**config.mk**
```make
export PLATFORM = sky130hd
export DESIGN_NAME = vote_result_reader_flat
export DESIGN_NICKNAME = d
export VERILOG_FILES = /design/src/rtl/vote_pkg.sv /design/src/rtl/vote_result_reader_if.sv /design/src/rtl/vote_max_finder.sv /design/src/rtl/vote_result_reader.sv /design/src/flat_wrapper.sv
export SDC_FILE = /design/constraint.sdc
export NUM_CORES = 1
export LEC_CHECK = 0
export CAP_MARGIN = 20
export CORE_MARGIN = 2
export CORE_UTILIZATION = 42
export CTS_CLUSTER_DIAMETER = 40
export CTS_CLUSTER_SIZE = 25
export DETAILED_ROUTE_END_ITERATION = 16
export GPL_TIMING_DRIVEN = 0
export HOLD_SLACK_MARGIN = 0.08
export PLACE_DENSITY = 0.7
export SETUP_SLACK_MARGIN = 0.1
export SYNTH_ARGS = -nofsm -noshare
export SYNTH_HDL_FRONTEND = slang
export SYNTH_SLANG_ARGS = --single-unit
```
**constraint.sdc**
```tcl
create_clock -name clock -period 2.62 [get_ports clock]
set_input_delay 0.524 -clock clock [delete_from_list [all_inputs] [get_ports clock]]
set_output_delay 0.524 -clock clock [all_outputs]
set_load 0.02 [all_outputs]
```
**src/rtl/vote_pkg.sv**
```systemverilog
// Shared constants, tags and FSM encoding for the EVM result reader.
package vote_pkg;

    localparam int NUM_CAND        = 4;
    localparam int COUNT_W_DEFAULT = 8;

    localparam logic [2:0] TAG_C1  = 3'd0;
    localparam logic [2:0] TAG_C2  = 3'd1;
    localparam logic [2:0] TAG_C3  = 3'd2;
    localparam logic [2:0] TAG_C4  = 3'd3;
    localparam logic [2:0] TAG_WIN = 3'd4;

    typedef enum logic [1:0] {
        IDLE = 2'd0,
        SEND = 2'd1,
        WIN  = 2'd2,
        DONE = 2'd3
    } state_t;

endpackage

```
**src/rtl/vote_result_reader_if.sv**
```systemverilog
// Tagged result stream carrying the four counts and the winner record.
interface vote_result_reader_if #(
    parameter int COUNT_W = vote_pkg::COUNT_W_DEFAULT
);
    logic               out_valid;
    logic               out_ready;
    logic [COUNT_W-1:0] out_data;
    logic [2:0]         out_tag;

    modport master (output out_valid, output out_data, output out_tag, input  out_ready);
    modport slave  (input  out_valid, input  out_data, input  out_tag, output out_ready);
endinterface

```
**src/rtl/vote_max_finder.sv**
```systemverilog
// Combinational arg-max over the candidate counts; lowest index wins ties.
module vote_max_finder
    import vote_pkg::*;
#(
    parameter int COUNT_W = COUNT_W_DEFAULT
) (
    input  logic [NUM_CAND-1:0][COUNT_W-1:0] counts,
    output logic [1:0]                       winner,
    output logic                             tie
);

    logic [COUNT_W-1:0] best_val;
    int                 hits;

    always_comb begin
        // NOTE: every variable assigned here gets a default first so no path leaves it unassigned and infers a latch.
        winner   = 2'd0;
        best_val = counts[0];
        hits     = 0;
        // Strict '>' keeps the earliest candidate when later ones only match the maximum.
        for (int i = 1; i < NUM_CAND; i++) begin
            if (counts[i] > best_val) begin
                best_val = counts[i];
                winner   = 2'(i);
            end
        end
        for (int i = 0; i < NUM_CAND; i++) begin
            if (counts[i] == best_val) hits = hits + 1;
        end
        tie = (hits > 1);
    end

endmodule

```
**src/rtl/vote_result_reader.sv**
```systemverilog
// Snapshots the four tallies on start and streams them, then a winner record.
module vote_result_reader
    import vote_pkg::*;
#(
    parameter int COUNT_W = COUNT_W_DEFAULT
) (
    input  logic               clock,
    input  logic               reset,
    input  logic               start,
    input  logic [COUNT_W-1:0] vote_count_c1,
    input  logic [COUNT_W-1:0] vote_count_c2,
    input  logic [COUNT_W-1:0] vote_count_c3,
    input  logic [COUNT_W-1:0] vote_count_c4,
    vote_result_reader_if.master out,
    output logic [1:0]         winner,
    output logic               tie,
    output logic               busy,
    output logic               done
);

    state_t                          state;
    state_t                          state_next;
    logic [1:0]                      idx;
    logic [NUM_CAND-1:0][COUNT_W-1:0] live_counts;
    logic [NUM_CAND-1:0][COUNT_W-1:0] snapshot;
    logic [1:0]                      cap_winner;
    logic                            cap_tie;
    logic                            capture;

    assign live_counts = {vote_count_c4, vote_count_c3, vote_count_c2, vote_count_c1};
    assign capture     = (state == IDLE) && start;

    vote_max_finder #(.COUNT_W(COUNT_W)) u_max_finder (
        .counts (live_counts),
        .winner (cap_winner),
        .tie    (cap_tie)
    );

    always_ff @(posedge clock or negedge reset) begin
        // NOTE: sequential state uses non-blocking assignments so every register samples pre-edge values.
        if (!reset) state <= IDLE;
        else        state <= state_next;
    end

    always_comb begin
        state_next = state;
        case (state)
            IDLE:    if (start) state_next = SEND;
            SEND:    if (out.out_ready && idx == 2'd3) state_next = WIN;
            WIN:     if (out.out_ready) state_next = DONE;
            DONE:    state_next = IDLE;
            default: state_next = IDLE;
        endcase
    end

    always_ff @(posedge clock or negedge reset) begin
        // NOTE: the snapshot is only four words, so it is reset like any other register; deep arrays would not be.
        if (!reset) begin
            snapshot <= '0;
            idx      <= 2'd0;
            winner   <= 2'd0;
            tie      <= 1'b0;
        end else if (capture) begin
            snapshot <= live_counts;
            idx      <= 2'd0;
            winner   <= cap_winner;
            tie      <= cap_tie;
        end else if (state == SEND && out.out_ready && idx != 2'd3) begin
            idx <= idx + 2'd1;
        end
    end

    // Outputs decode registered state only, so out_valid never follows out_ready combinationally.
    always_comb begin
        out.out_valid = 1'b0;
        out.out_data  = '0;
        out.out_tag   = TAG_C1;
        busy          = 1'b0;
        done          = 1'b0;
        case (state)
            SEND: begin
                out.out_valid = 1'b1;
                out.out_data  = snapshot[idx];
                out.out_tag   = {1'b0, idx};
                busy          = 1'b1;
            end
            WIN: begin
                out.out_valid = 1'b1;
                out.out_data  = COUNT_W'({tie, winner});
                out.out_tag   = TAG_WIN;
                busy          = 1'b1;
            end
            DONE:    done = 1'b1;
            default: ;
        endcase
    end

endmodule
```
**src/flat_wrapper.sv**
```systemverilog
// flat-port wrapper written by rule: the top's interface ports become plain ports
module vote_result_reader_flat import vote_pkg::*;
#(
    parameter int COUNT_W = COUNT_W_DEFAULT
)
  (clock, reset, start, vote_count_c1, vote_count_c2, vote_count_c3, vote_count_c4, winner, tie, busy, done, out_out_valid, out_out_data, out_out_tag, out_out_ready);
  vote_result_reader_if #(.COUNT_W(COUNT_W)) out_i ();
  input  logic clock;
  input  logic reset;
  input  logic start;
  input  logic [COUNT_W-1:0] vote_count_c1;
  input  logic [COUNT_W-1:0] vote_count_c2;
  input  logic [COUNT_W-1:0] vote_count_c3;
  input  logic [COUNT_W-1:0] vote_count_c4;
  output logic [1:0] winner;
  output logic tie;
  output logic busy;
  output logic done;
  output wire logic [$bits(out_i.out_valid)-1:0] out_out_valid;
  output wire logic [$bits(out_i.out_data)-1:0] out_out_data;
  output wire logic [$bits(out_i.out_tag)-1:0] out_out_tag;
  input wire logic [$bits(out_i.out_ready)-1:0] out_out_ready;
  assign out_out_valid = out_i.out_valid;
  assign out_out_data = out_i.out_data;
  assign out_out_tag = out_i.out_tag;
  assign out_i.out_ready = out_out_ready;
  vote_result_reader #(.COUNT_W(COUNT_W)) u_core (.clock(clock), .reset(reset), .start(start), .vote_count_c1(vote_count_c1), .vote_count_c2(vote_count_c2), .vote_count_c3(vote_count_c3), .vote_count_c4(vote_count_c4), .out(out_i), .winner(winner), .tie(tie), .busy(busy), .done(done));
endmodule
```
# Word level (Yosys, flattened, before mapping)
# Index checks and enable logic that the tools add are counted.
[word_totals] regBits=39 in_bits=36 out_inout_bits=17 wordCells=59
[classes] add_sub_neg=4 order_cmp=5 eq_ne=12 n_mux=22 n_reduce_logical=8
[op_table] op="$add A32 B2 Y32 const B" count=3
[op_table] op="$mux W32" count=3
[op_table] op="$eq A8 B8 Y1" count=4
[op_table] op="$gt A32 B2 Y1 const B" count=1
[op_table] op="$mux W8" count=4
[op_table] op="$gt A8 B8 Y1" count=3
[op_table] op="$bmux W8 S2" count=1
[op_table] op="$pmux W8 S2" count=1
[op_table] op="$mux W2" count=7
[op_table] op="$pmux W2 S4" count=1
[op_table] op="$eq A2 B2 Y1 const B" count=3
[op_table] op="$ne A2 B2 Y1 const B" count=3
[op_table] op="$pmux W3 S2" count=1
[op_table] op="$logic_and A1 B1 Y1" count=4
[op_table] op="$mux W1" count=4
[op_table] op="$lt A2 B3 Y1 const B" count=1
[op_table] op="$reduce_and A3 Y1" count=1
[op_table] op="$add A2 B1 Y2 const B" count=1
[op_table] op="$eq A2 B1 Y1 const B" count=1
[op_table] op="$logic_not A2 Y1" count=1
[op_table] op="$ne A2 B1 Y1 const B" count=1
[op_table] op="$reduce_bool A2 Y1" count=1
[op_table] op="$reduce_or A2 Y1" count=1

# Depth between registers and ports, before layout
# Gate-level depths: netlist (run 1).
[depth] ltp_word=15 depth_mapped=35 mapped_depth_nobuf=29

# Cells and area by module
# Synthesis (run 1) repeated with hierarchy kept, for this count alone.
[unflattened] cells_unflattened=418 area_unflattened_um2=3923.8
[by_module_without_submodules] module="vote_max_finder" instances=1 cells_each=295 area_per_inst_um2=2044.5 seq_area_each_um2=0.0
[by_module_without_submodules] module="vote_result_reader" instances=1 cells_each=123 area_per_inst_um2=1879.3 seq_area_each_um2=975.9

# Worst setup path before layout (run 1)
# No wires, ideal clock.
[synth_timing] path_type="input to register" start="in vote_count_c1[1]" end="reg u_core.tie" setup_ns=0.134 t_arrival_ns=6.398 t_required_ns=2.486 setup_slack_ns=-3.912 stages=30 path_cell_list="inv_1 ha_1 nor2b_1 o211a_1 o21a_1 buf_4 o21ai_0 a21boi_0 ha_1 a211oi_2 o2111a_2 or2_0 buf_4 buf_6 mux2_2 ha_1 nand4_4 a211oi_2 nor2_4 buf_2 or3_1 nand4_1 o2111ai_1 nor4b_4 inv_2 ha_1 and2_1 a211o_1 o41ai_2 o211ai_1"
[synth_between] elab_chain_len=15
[synth_rtl] item="start, declared" line="flat_wrapper.sv:11" source="input logic [COUNT_W-1:0] vote_count_c1;"
[synth_rtl] item="$gt A8 B8 Y1" line="vote_max_finder.sv:22" source="if (counts[i] > best_val) begin"
[synth_rtl] item="$mux W8" line="vote_max_finder.sv:22"
[synth_rtl] item="$gt A8 B8 Y1" line="vote_max_finder.sv:22"
[synth_rtl] item="$mux W8" line="vote_max_finder.sv:22"
[synth_rtl] item="$gt A8 B8 Y1" line="vote_max_finder.sv:22"
[synth_rtl] item="$mux W8" line="vote_max_finder.sv:22"
[synth_rtl] item="$eq A8 B8 Y1" line="vote_max_finder.sv:28" source="if (counts[i] == best_val) hits = hits + 1;"
[synth_rtl] item="$mux W1" line="vote_max_finder.sv:28"
[synth_rtl] item="$add A32 B2 Y32" line="vote_max_finder.sv:28"
[synth_rtl] item="$mux W32" line="vote_max_finder.sv:28"
[synth_rtl] item="$add A32 B2 Y32" line="vote_max_finder.sv:28"
[synth_rtl] item="$mux W32" line="vote_max_finder.sv:28"
[synth_rtl] item="$add A32 B2 Y32" line="vote_max_finder.sv:28"
[synth_rtl] item="$mux W32 (*)" line="vote_max_finder.sv:28"
[synth_rtl] item="$gt A32 B2 Y1 (*)" line="vote_max_finder.sv:30" source="tie = (hits > 1);"
[synth_rtl] item="end signal, assigned" line="vote_result_reader.sv:67" source="tie <= cap_tie;"
[synth_rtl] item="end, declared" line="vote_result_reader.sv:16" source="output logic tie,"
# Every way passes the cells marked *; elsewhere a longest branch is shown, timed or not.
# A chain may end at the register's enable or synchronous reset.

# Worst setup path after layout (run 1)
# Same ends and word-level chain as after synthesis.

==> impl_results.md, run 1 <==
* Worst skew pair latency at 290 ps
* Final worst setup slack at -3750 ps
* Final antenna-violating net count at 0
* Drt drc at 0
* Total core area at 9680 µm²
* CP required at 2790 ps
* Final Cell Area at 6120 µm²
* Post-synth EDFFs at 0
* Final Core Density at 63.2%
* Die height at 103 µm
* Layout cells sized above 1 at 32.5%
* Tcrit/Tclk final at 243%
* GRT Util Overall at 30.3%
* Wirelength per Cell at 21.4 µm
* First-pass iteration count of the detailed router at 6
* Global-route wire length before repair at 24000 µm
* Worst Setup Start Kind: input port
* Initial antenna violation count at 0
* DP Area at 4980 µm²
* Setup TNS Final at -8310 ps
* Num rows at 36
* Worst slew pin tran at 861 ps
* Number of antenna repair diodes at 0
* Cell Area, Synth at 4150 µm²
* Largest net degree at the start of global routing at 40
* Reg2Reg Setup Slack at 600 ps
* CTS tree: built
* Most common cell on crit path: ha_4
* CP max stage delay at 320 ps
* Yosys warning count at 0
* Type of the worst min-delay path: in -> async
* FMAX at 157 MHz
* Area added between synthesis and finish at 47.6%
* CTS Buf Count at 5
* Clock Skews at 3.75 ps
* PortBufs at 51
* Commonest non-fill, non-tap cell in the layout: nand2_1
* DP Worst Slack at -5590 ps
* Final hold vios at 0
* Hpwl dp at 11300 µm
* Max stage delay cell, worst path: mux2_4
* Asr flop ratio synth at 100%
* Worst vdd ir at 0.446 mV
* Crit path DAT at 6530 ps
* Clock sink count at 39
* Iter 0 DRT Violations at 589
* Most frequent cells in the layout: nand2_1 (66), buf_4 (50), dfrtp_1 (39)
* Failing checks: negative setup slack
* # IOs at 53
* Prevailing post-synth register cell: dfrtp_1
* Critical Path End Type: flop
* Longest Clk Path Bufs at 2
* Drt via density at 6.23
* Post-synthesis sequential area ratio at 23.5%
* H-tree depth at 2
* GRT Residual Overflow at 0
* RSZ-0062 raised after global routing: yes
* Pleak at 2.52 nW
* Final RePlAce weighted congestion at 1.05
* Cells after Synth at 496
* Syn Nets at 564
* CTS root buf: clkbuf_8
* Initial Util at 42.8%
* Number of global-route vias before repair at 4449
* Critical path class: in -> reg
* Fin nets at 674
* Via count at 4607
* Clock transition at path regs at 80 ps
* Final WL at 15800 µm
* Status: complete, but fails checks
* Die ar. at 10700 µm²
* Synthesized area per cell at 8.36 µm²
* Synth cell types at 72
* Crit-path max FO at 6
* # setup viols final at 3
* Tot Pwr at 4.82 mW
* Fin. max-slew vios at 0
* Max_cap viols at 0
* Power Density at 788 nW/µm²
* Yosys reg bits at 39
* Max-slew headroom at 42.6%
* Die Width at 103 µm
* Crit path time final at 6370 ps
sequential cells by signal (all words and copies together) (netlist names):
name / count
u_core.idx: 2
u_core.snapshot: 32
u_core.state: 2
u_core.tie: 1
u_core.winner: 2
path summary, 6_finish.rpt:
check	cells past startpoint	endpoint	startpoint
min in group clock	2	u_core.snapshot[28]	u_core.snapshot[28]
worst min-delay path	1	u_core.snapshot[0]	reset
worst max-delay path	34	u_core.tie	vote_count_c1[1]
worst min register to register	2	u_core.snapshot[28]	u_core.snapshot[28]
worst max register to register	7	u_core.snapshot[18]	u_core.state[1]
max in group asynchronous	1	u_core.snapshot[28]	reset
metal layers:
layer	vias to the layer above	wire length [µm]	track usage (%)	share of wire, %
li1	2063	-	-	-
met1	2209	6440	38.1	41
met2	266	7250	49.6	46
met3	69	1260	5.17	7.9
met4	0	894	16.1	5.6
met5	-	0	0	0
layout make-up:
type	instances	area, µm²
clock buffers	6	82.6
repair buffers	103	1030
fillers	821	3560
flip-flops and latches	39	976
inverters	31	161
multi-input cells	396	3440
clock inverters	1	5.00
plain buffers	30	256
well taps	133	166
synthesized netlist by cell type (6+ instances only):
master / instances / area share (%)
nand2_1: 67 / 6.1
o21ai_0: 45 / 5.4
dfrtp_1: 39 / 24
ha_1: 32 / 9.7
inv_1: 29 / 2.6
a21oi_1: 22 / 2.7
and2_1: 19 / 2.9
clkbuf_1: 17 / 1.5
xor2_1: 16 / 3.4
nor2_1: 15 / 1.4
nand3_1: 13 / 1.6
xnor2_1: 13 / 2.7
o211ai_1: 12 / 2.2
nand4_1: 11 / 1.7
a311oi_1: 9 / 1.9
mux4_2: 8 / 4.3
nor3_1: 8 / 0.97
a31oi_1: 6 / 0.91
or3_1: 6 / 0.91
where the power goes:
group | switching (mW) | internal [mW] | total (mW)
Sequential | 0.166 | 0.882 | 1.05
Combinational | 1.77 | 1.59 | 3.36
Clock | 0.204 | 0.206 | 0.410
kinds of logic after synthesis:
| family | synth area share [%] |
|---|---|
| adders and majority gates | 9.66 |
| buffers and inverters | 6.91 |
| xor gates and xnor gates | 6.13 |
| and+or+nand+nor | 21.6 |
| DFF | 23.5 |
| AOI/OAI and AO/OA | 26.0 |
| muxes | 6.16 |
repair_timing:
item,CTS,global route
cloned,2,0
endpoints found under the setup margin,13,9
setup buffers,41,9
pin swaps,46,5
resized for setup,232,20
hold buffers,0,0
stage by stage:
stage | cells | hold WS [ps]
floorplan | 496 | 228
global placement | 680 | 457
detailed placement | 680 | 463
CTS | 730 | 361
global route | 739 | 428
finish | 739 | 337
critical path, delay by kind of cell:
kind / cells / cell delay, ps
compound gates: 14 / 2610
simple gates: 5 / 810
fa+ha+maj: 4 / 840
mux: 2 / 610
buf+inv: 9 / 1100
(Power assumes the default switching activity.)
==> inputs of run 2 (changes only) <==
- CTS_CLUSTER_SIZE: 25 -> default
==> results of run 2 <==
The final DEF is identical to that of run 1; final timing and power are the same.
==> inputs of run 3 (changes only) <==
- ABC_AREA: default -> 1
- PLACE_DENSITY: 0.7 -> 0.71
- SLEW_MARGIN: default -> 40
==> run 3 against run 2 <==
  * The flow still finishes with violations (negative setup slack)
  * Clock-buffer cell count decreased by 1
  * Final area decreased by 1.8%
  * Flip-flop and latch count unchanged
  * Sequential share of layout area increased by 0.30 points
  * Area after synthesis decreased by 8.3%
  * Maximum frequency increased by 21%
  * Global-route usage decreased by 1.5 points
  * Clock power increased by 47%
  * Combinational power increased by 5%
  * Setup slack improved by 1100 ps
  * Critical endpoint unchanged
  * Largest power group unchanged
==> impl_results.md, run 3 <==
* Status: complete, but fails checks
* Failing checks: negative setup slack
* Longest Clk Path Bufs at 2 (unchanged)
* Met1 Track Usage GR at 37.1% (-0.93 points)
* Power Density at 864 nW/µm² (+9.6%)
* Final Core Density at 68.5% (+5.4 points)
* Die height at 99.2 µm (-4.1%)
* Max_cap viols at 0 (unchanged)
* Comb pwr share at 68.1% (-1.7 points)
* PortBufs at 52 (+2.0%)
* Initial Util at 43.4% (+0.59 points)
* Iter 0 DRT Violations at 377 (-36%)
* Crit path DAT at 5490 ps (-1040 ps)
* Final hold vios at 0 (unchanged)
* Hpwl dp at 9720 µm (-14%)
* Fin. max-slew vios at 0 (unchanged)
* CP max stage delay at 250 ps (-70 ps)
* Max stage delay cell, worst path: ha_4
* Reg with most FFs: u_core.snapshot
* Critical Path End Type: flop
* Top Usage Layer GRT: met2
* Sequential share of power at 20.3% (-1.4 points)
* Global-route wire length before repair at 22500 µm (-6.0%)
* CTS Buf Count at 5 (unchanged)
* Most common cell on crit path: nand2_1
* Fin cells at 802 (+8.5%)
* Area leader, netlist: dfrtp_1
* FMAX at 190 MHz (+21%)
* GR Layer Usage met3 at 3.37% (-1.8 points)
* Total core area at 8760 µm² (-9.5%)
* Worst skew pair latency at 300 ps (about the same)
* Synthesized area per cell at 6.47 µm² (-23%)
* Wirelength per Cell at 18.5 µm (-14%)
* Hold_buf cts at 0 (unchanged)
* Drt drc at 0 (unchanged)
* Final WL at 14800 µm (-6.4%)
* Max reg flops at 32 (unchanged)
* Number of global-route vias before repair at 4502 (+1.2%)
* H-tree depth at 2 (unchanged)
* Most frequent cells in the layout: nand2_1 (116), nand3_1 (69), o21ai_0 (55)
* Commonest non-fill, non-tap cell in the layout: nand2_1
* Grt met2 use at 47.3% (-2.2 points)
* Via count at 4685 (+1.7%)
* Setup TNS Final at -5830 ps (+2470 ps)
* Cells after Synth at 588 (+19%)
* GRT Residual Overflow at 0 (unchanged)
* Post-synthesis sequential area ratio at 25.7% (+2.1 points)
* Clock power share at 11.6% (+3.1 points)
* RSZ-0062 raised after global routing: yes
* Crit path time final at 5260 ps (-1110 ps)
* Largest net degree at the start of global routing at 40 (unchanged)
* Max-slew headroom at 66.1% (+24 points)
* Prevailing post-synth register cell: dfrtp_1
* R2r endpoint: u_core.snapshot[6]
* Number of fill cells in the layout at 657 (-20%)
* Number of antenna repair diodes at 0 (unchanged)
* Clock Skews at 7.50 ps (+3.75 ps)
* Type of the worst min-delay path: in -> async
* Syn Nets at 656 (+16%)
* Worst Setup Start Kind: input port
* GRT Util Overall at 28.8% (-1.5 points)
* Synth cell types at 33 (-54%)
* Placed cells at 748 (+10%)
* Crit-path max FO at 7 (+1)
* First-pass iteration count of the detailed router at 5 (-1)
* Pleak at 2.89 nW (+15%)
* CTS root buf: clkbuf_8
* Die ar. at 9830 µm² (-8.0%)
* Most frequent cell after synthesis: nand2_1
* Worst slew pin tran at 508 ps (-354 ps)
* Internal Power at 2.74 mW (+2.2%)
* Clock transition at path regs at 80 ps (about the same)
* CP required at 2840 ps (+50 ps)
* Drt via density at 5.84 (-6.3%)
* Top-area cell type share of the netlist area at 25.7% (+2.1 points)
* Die Width at 99.2 µm (-4.1%)
* CTS tree: built
* Layout cells sized above 1 at 36.7% (+4.2 points)
* Critical path class: in -> reg
* Cell Area, Synth at 3800 µm² (-8.3%)
* Yosys warning count at 0 (unchanged)
* Final RePlAce weighted congestion at 0.910 (-13%)
* Switching part of the total at 47.2% (+2.8 points)
* Top cells by count, synth: nand2_1 (162), nand3_1 (98), inv_1 (59)
* Final worst setup slack at -2640 ps (+1110 ps)
* Post-synth EDFFs at 0 (unchanged)
* Initial antenna violation count at 0 (unchanged)
* # IOs at 53 (unchanged)
* Clock sink count at 39 (unchanged)
* Yosys reg bits at 39 (unchanged)
* Fin nets at 761 (+13%)
* Worst r2r src: u_core.state[0]
* Reg2reg path depth at 7 (unchanged)
* Num rows at 34 (-5.6%)
* # setup viols final at 3 (unchanged)
* DP Worst Slack at -3770 ps (+1820 ps)
* FF/Latch Area at 976 µm² (unchanged)
* Worst vdd ir at 0.452 mV (+1.4%)
* Largest cells by area after synthesis: dfrtp_1 (26%), nand2_1 (16%), nand3_1 (13%), ha_1 (11%), o21ai_0 (7.2%)
* Asr flop ratio synth at 100% (unchanged)
* Area added between synthesis and finish at 57.9%
* Tcrit/Tclk final at 201% (-42 points)
* Footprint of the multi-input gates at 3340 µm² (-3.1%)
* Final antenna-violating net count at 0 (unchanged)
* Net Sw Power at 2.45 mW (+14%)
* Reg2Reg Setup Slack at 630 ps (+30 ps)
run 3: cell types whose count changed after synthesis, sizes merged, moves of 13 or more:
cell	change
nand2	+105
nand3	+96
nor2	+36
inv	+31
and2	-19
xor2	-16
xnor2	-13
run 3: worst max-delay path by stage:
stage / endpoint / start / slack (ps) / cells past startpoint
final: u_core.tie / vote_count_c1[2] / -2640 / 45
after global routing: u_core.tie / vote_count_c1[1] / -2860 / 44
after floorplan: u_core.tie / vote_count_c1[1] / -2140 / 44
after global placement: u_core.tie / vote_count_c1[1] / -3750 / 44
after CTS: u_core.tie / vote_count_c1[1] / -2310 / 44
after detailed placement: u_core.tie / vote_count_c1[7] / -3770 / 42
run 3: metrics by stage:
step                      hold WS (ps)  area [µm²]  power, mW
final                              169        6010       5.19
after floorplan                    228        4090       2.88
after global routing               221        6010       5.54
after global placement             460        4740       3.67
after CTS                          206        5800       4.92
after detailed placement           467        4740       3.73
run 3: metal layers:
layer / wire length, µm / up-vias
li1: - / 2174
met1: 5870 / 2159
met2: 6870 / 276
met3: 1200 / 76
met4: 878 / 0
met5: 0 / -
run 3: critical path: cells and delay by family:
kind	cells	cell delay [ps]
simple gates	26	2380
buf+inv	10	950
fa+ha+maj	4	900
compound gates	5	700
run 3: final cells by class:
class	count	share of cell area [%]
Multi-Input combinational cell	465	55.6
Sequential cell	39	16.2
Timing Repair Buffer	98	15.4
Inverter	63	4.73
Buffer	21	3.54
Tap cell	108	2.25
Clock buffer	5	1.15
Clock inverter	3	1.12
run 3: kinds of logic after synthesis:
| kind of cell | Yosys count | share of synthesized area (%) |
|---|---|---|
| adders and majority gates | 32 | 10.5 |
| buffers and inverters | 84 | 9.90 |
| DFF | 39 | 25.7 |
| and+or+nand+nor | 350 | 42.4 |
| AOI/OAI and AO/OA | 83 | 11.5 |
run 3: what timing repair did:
| action | CTS | global route |
|---|---|---|
| resized for setup | 237 | 48 |
| gates cloned | 2 | 0 |
| setup buffers | 38 | 7 |
| pin swaps | 55 | 31 |
| endpoints found under the setup margin | 13 | 11 |
run 3: power by group through the flow:
stage          sequential [mW]  clock (mW)  combinational, mW
2_1_floorplan             1.03           0               1.84
3_3_place_gp              1.05           0               2.62
3_5_place_dp              1.06           0               2.67
4_1_cts                   1.05       0.599               3.27
5_1_grt                   1.08       0.626               3.83
6_report                  1.05       0.604               3.53
